**src/rtl/control_ws.sv**
```systemverilog
// control_ws: VeriRISC control sequencer with memory wait states,
// timeout, halt/resume, single-step gating and a retired-instruction count.
module control_ws #(
  parameter int FAST_MODE = 0,
  parameter int USE_READY = 0,
  parameter int MAX_WAIT  = 0,
  parameter int CNT_W     = 16
) (
  input  logic             clk,
  input  logic             rst_,
  input  logic [2:0]       opcode,
  input  logic             zero,
  input  logic             mem_ready,
  input  logic             step_en,
  input  logic             step,
  input  logic             resume,
  output logic             load_ac,
  output logic             mem_rd,
  output logic             mem_wr,
  output logic             inc_pc,
  output logic             load_pc,
  output logic             load_ir,
  output logic             halt,
  output logic             bus_err,
  output logic             stalled,
  output logic [3:0]       state,
  output logic [CNT_W-1:0] instr_cnt
);

  typedef enum logic [3:0] {
    INST_ADDR  = 4'd0,
    INST_FETCH = 4'd1,
    INST_LOAD  = 4'd2,
    IDLE       = 4'd3,
    OP_ADDR    = 4'd4,
    OP_FETCH   = 4'd5,
    ALU_OP     = 4'd6,
    STORE      = 4'd7,
    HALTED     = 4'd8
  } state_t;

  typedef enum logic [2:0] {
    HLT = 3'd0,
    SKZ = 3'd1,
    ADD = 3'd2,
    AND = 3'd3,
    XOR = 3'd4,
    LDA = 3'd5,
    STO = 3'd6,
    JMP = 3'd7
  } opcode_t;

  state_t     st;
  state_t     nxt;
  opcode_t    op;
  logic [7:0] wait_cnt;
  logic       alu_op;
  logic       stall_pt;
  logic       stall;
  logic       timeout;
  logic       retire;

  assign op     = opcode_t'(opcode);
  assign alu_op = (op == ADD) || (op == AND) ||
                  (op == XOR) || (op == LDA);

  always_comb begin
    stall_pt = 1'b0;
    case (st)
      INST_FETCH: stall_pt = 1'b1;
      OP_FETCH:   stall_pt = alu_op;
      STORE:      stall_pt = (op == STO);
      default:    stall_pt = 1'b0;
    endcase
  end

  assign stall   = (USE_READY != 0) && stall_pt && !mem_ready;
  assign timeout = (MAX_WAIT != 0) && stall &&
                   (wait_cnt == 8'(MAX_WAIT));
  assign stalled = stall;
  assign state   = st;

  always_comb begin
    nxt    = st;
    retire = 1'b0;
    case (st)
      INST_ADDR:
        if (!step_en || step) nxt = INST_FETCH;
      INST_FETCH: nxt = INST_LOAD;
      INST_LOAD:  nxt = (FAST_MODE != 0) ? OP_ADDR : IDLE;
      IDLE:       nxt = OP_ADDR;
      OP_ADDR: begin
        if (op == HLT) begin
          nxt    = HALTED;
          retire = 1'b1;
        end else begin
          nxt = OP_FETCH;
        end
      end
      OP_FETCH: nxt = ALU_OP;
      ALU_OP:   nxt = STORE;
      STORE: begin
        nxt    = INST_ADDR;
        retire = 1'b1;
      end
      HALTED:
        if (resume) nxt = INST_ADDR;
      default: nxt = INST_ADDR;
    endcase
    // a wait state freezes the sequence; a timeout aborts to HALTED
    if (stall) begin
      nxt    = timeout ? HALTED : st;
      retire = 1'b0;
    end
  end

  always_ff @(posedge clk) begin
    if (!rst_) begin
      st        <= INST_ADDR;
      wait_cnt  <= '0;
      bus_err   <= 1'b0;
      instr_cnt <= '0;
    end else begin
      st <= nxt;
      if (stall && !timeout) wait_cnt <= wait_cnt + 8'd1;
      else                   wait_cnt <= '0;
      if (timeout)                    bus_err <= 1'b1;
      else if (st == HALTED && resume) bus_err <= 1'b0;
      if (retire) instr_cnt <= instr_cnt + CNT_W'(1);
    end
  end

  always_comb begin
    load_ac = 1'b0;
    mem_rd  = 1'b0;
    mem_wr  = 1'b0;
    inc_pc  = 1'b0;
    load_pc = 1'b0;
    load_ir = 1'b0;
    halt    = 1'b0;
    case (st)
      INST_FETCH: mem_rd = 1'b1;
      INST_LOAD, IDLE: begin
        mem_rd  = 1'b1;
        load_ir = 1'b1;
      end
      OP_ADDR: begin
        inc_pc = 1'b1;
        halt   = (op == HLT);
      end
      OP_FETCH: mem_rd = alu_op;
      ALU_OP: begin
        mem_rd  = alu_op;
        load_ac = alu_op;
        inc_pc  = (op == SKZ) && zero;
        load_pc = (op == JMP);
      end
      STORE: begin
        mem_rd  = alu_op;
        load_ac = alu_op;
        mem_wr  = (op == STO);
        load_pc = (op == JMP);
        inc_pc  = (op == JMP);
      end
      HALTED:  halt = 1'b1;
      default: halt = 1'b0;
    endcase
  end

endmodule

```
**config.mk**
```make
export PLATFORM = sky130hd
export DESIGN_NAME = control_ws
export DESIGN_NICKNAME = d
export VERILOG_FILES = /design/src/rtl/control_ws.sv
export SDC_FILE = /design/constraint.sdc
export NUM_CORES = 1
export LEC_CHECK = 0
export CAP_MARGIN = 10
export CORE_ASPECT_RATIO = 0.9
export CORE_MARGIN = 3
export CORE_UTILIZATION = 40
export CTS_BUF_LIST = sky130_fd_sc_hd__clkbuf_16
export DETAILED_ROUTE_END_ITERATION = 10
export PLACE_DENSITY = 0.82
export SLEW_MARGIN = 5
export SYNTH_ARGS = -nofsm -noshare
export SYNTH_HDL_FRONTEND = slang
export SYNTH_SLANG_ARGS = --single-unit
```
**constraint.sdc**
```tcl
create_clock -name clk -period 1.8 [get_ports clk]
set_input_delay 0.18 -clock clk [delete_from_list [all_inputs] [get_ports clk]]
set_output_delay 0.18 -clock clk [all_outputs]
set_load 0.01 [all_outputs]
```
==> results.yml <==
sta:
  setup_tns_ns: 0
  setup_viol: 0
  final.min_clock_period_ns: 1.72
  hold_viol: 0
  grt_setup_unrepaired: "no"
  period_share_pct: 95.5
  slew_viol_final: 0
  fmax_ghz: 0.582
  fin_skew_ns: 0.00331
critical_path:
  worst-path-buf-inv: 0
  cp.depth: 4
  crit_chain: "or2_4, o31a_4, or4_1, a21oi_1"
  critPathMaxFanout: 6
  endpoint_kind: "flop"
  critPathLaunchType: "flop"
  critPathTopFamily: "simple AND/OR/NAND/NOR gates"
  cp-startpoint: "state[0]"
  cp_data_arrival_time_ns: 1.90
  cp_slowest_stage_delay_ns: 0.50
  slowest_stage: "or4_1"
  r2r_cells: 4
  r2r_slack_ns: 0.08
  worstReg2RegEnd: "instr_cnt[9]"
  r2r_start: "state[0]"
  crit_type: "flop to flop"
  worst_ep_required_time_ns: 1.98
  crit_end: "instr_cnt[9]"
logic_synthesis:
  synth.distinct_cells: 40
  postSynthCellCount: 139
  synth_enable_flop_cells: 0
  netlist_area_um2: 1130
  synthArstFlopShare_pct: 0
  syn_area_per_cell_um2: 8.15
  synth_warnings: 0
  seq_area_frac_synth_pct: 35.4
  synth_flop_cell: "dfxtp_1"
  ys_ff_latch: 20
floorplanning:
  die_area_um2: 3510
  die_x_um: 62.1
  rows: 17
  die_y_um: 56.5
  io_pins: 39
  core_um2: 2570
  initial_core_util_pct: 44.0
power_and_ir_drop:
  powerDensity_nw_per_um2: 635
  power_w: 0.00107
  p_leak_nw: 0.610
  ir_worst_vdd_v: 0.000694
hold_path:
  hold_path_class: "flop to flop"
global_routing:
  grt_first_pass_wirelength_um: 5290
  grt.overflow.total: 0
  grt_max_degree: 15
  grt_antenna_before_repair: 0
  grt_pass1_vias: 1199
  track_usage_pct: 19.3
clock_network:
  cts_max_path_buffers: 2
  clock-sinks: 20
  clk_pin_slew_worst_paths_ns: 0.06
  cts_tree: "built"
  cts_inserted_buffers: 3
  hold_buffers: 0
  worstSkewPairLatency_ns: 0.25
  htreeDepth: 1
  root_buffer: "clkbuf_16"
outcome:
  status: "completed"
cells_and_area:
  seqCellArea_um2: 400
  fin_nets: 198
  fillers: 217
  drive_gt1_share_pct: 14.0
  num_antenna_cells: 0
  multiInputGateArea_um2: 696
  final_cells: 224
  area_delta_synth_final_pct: 49.3
place:
  routabilityCongestion: 0.808
  dp.cells: 219
  numPortBuffers: 35
  dp_hpwl_um: 2230
detailed_routing:
  drc_errors: 0
  drt_iter0_drc: 74
  firstDrtPassIters: 4
  wirelength_um: 3190
  viasPerCell: 5.55
  antenna_left: 0
  routedWlPerCell_um: 14.2
  vias: 1244
job:
  maxCapViolCount: 0
[area by class of cell]
class / count / share of cell area [%]
multi-input cells: 108 / 41.2
well taps: 38 / 2.81
flip-flops and latches: 20 / 23.7
inverters: 4 / 0.888
repair buffers: 50 / 26.8
clock buffers: 3 / 4.44
clock inverters: 1 / 0.222
[per-layer routing]
layer	wire (um)	GRT usage (%)
met3	132	3.45
met1	1430	26.0
met5	0	0
met2	1580	30.6
met4	41	5.76
[through the flow]
step / util [%] / setup slack (ns) / instance area, um2 / hold WS [ns]
after floorplan: - / 0.0161 / 1140 / 0.326
after global placement: 61.7 / -0.307 / 1590 / 0.462
after detailed placement: 61.7 / -0.345 / 1590 / 0.473
after CTS: 65.0 / 0.0414 / 1670 / 0.482
after global routing: 65.7 / 0.00886 / 1690 / 0.520
final: 65.7 / 0.0806 / 1690 / 0.474
[registers in the layout, summed over array words and instances (netlist names)]
signal,count
instr_cnt,16
state,4
[synth_stat cells, types with 2 or more instances]
cell type | count | area share, %
o41ai_1 | 2 | 1.5
a21oi_1 | 14 | 6.2
dfxtp_1 | 20 | 35
nand4b_1 | 2 | 1.5
o21ai_1 | 5 | 2.2
buf_4 | 2 | 1.3
nand4_1 | 3 | 1.7
inv_1 | 4 | 1.3
nand3_1 | 5 | 2.2
nor2_1 | 9 | 3.0
nand2b_1 | 6 | 3.3
xnor2_1 | 2 | 1.5
nand2_1 | 13 | 4.3
nor3_1 | 5 | 2.2
o31ai_1 | 5 | 3.3
or3_1 | 6 | 3.3
mux2i_1 | 4 | 3.5
or4_1 | 5 | 3.3
buf_6 | 2 | 2.0
or2_1 | 2 | 1.1
clkbuf_1 | 4 | 1.3
[layout by cell type (no fill, tap or decap), types with 2 or more instances in the layout]
cell and n:
nor2_1 9, or4_1 5, o41ai_1 2, mux2i_1 4, nand3_1 5, o31ai_1 5
buf_4 15, nand4b_1 2, clkdlybuf4s50_1 27, nor3_1 4, o31a_4 2, o21ai_1 5
xnor2_1 2, dlygate4sd2_1 8, nand2_1 13, clkbuf_16 3, nand4_1 3, conb_1 2
or3_4 2, nand2b_1 5, a21oi_1 14, inv_1 4, or3_1 5, dfxtp_1 20
[what timing repair did]
action	CTS	global route
setup endpoints to repair	17	6
cloned	1	0
hold endpoints to repair	0	0
buffers inserted	0	0
resized for setup	9	4
pin swaps	1	0
[worst register-to-register path: cells and delay by family (launching register included)]
family	cells	cell delay [ns]
AND/OR/NAND/NOR	2	0.78
AO/OA/AOI/OAI	2	0.55
flip-flops	1	0.31
[how the worst min path moves through the flow]
stage          slack, ns          start             to  cells after the start
2_1_floorplan       0.33           rst_       state[3]                      1
3_3_place_gp        0.46  instr_cnt[15]  instr_cnt[15]                      2
3_5_place_dp        0.47  instr_cnt[15]  instr_cnt[15]                      2
4_1_cts             0.48  instr_cnt[15]  instr_cnt[15]                      2
5_1_grt             0.52  instr_cnt[15]  instr_cnt[15]                      2
6_report            0.47  instr_cnt[15]  instr_cnt[15]                      2
[cell families after synthesis]
logic type | Yosys count | synth area share (%)
AO/OA/AOI/OAI | 33 | 18.7
adder cells (fa/ha/maj) | 1 | 1.10
buffers and inverters | 13 | 6.41
AND/OR/NAND/NOR | 64 | 32.3
multiplexers | 4 | 3.54
flip-flops | 20 | 35.4
other | 1 | 0.331
XOR/XNOR | 3 | 2.32
[power breakdown]
part	switching, W	internal [W]	total (W)
registers	0.00000383	0.000449	0.000453
clock network	0.000168	0.000296	0.000464
logic	0.0000777	0.0000781	0.000156
total	0.000250	0.000824	0.00107
Note: power is estimated with default switching activity, not from simulation.
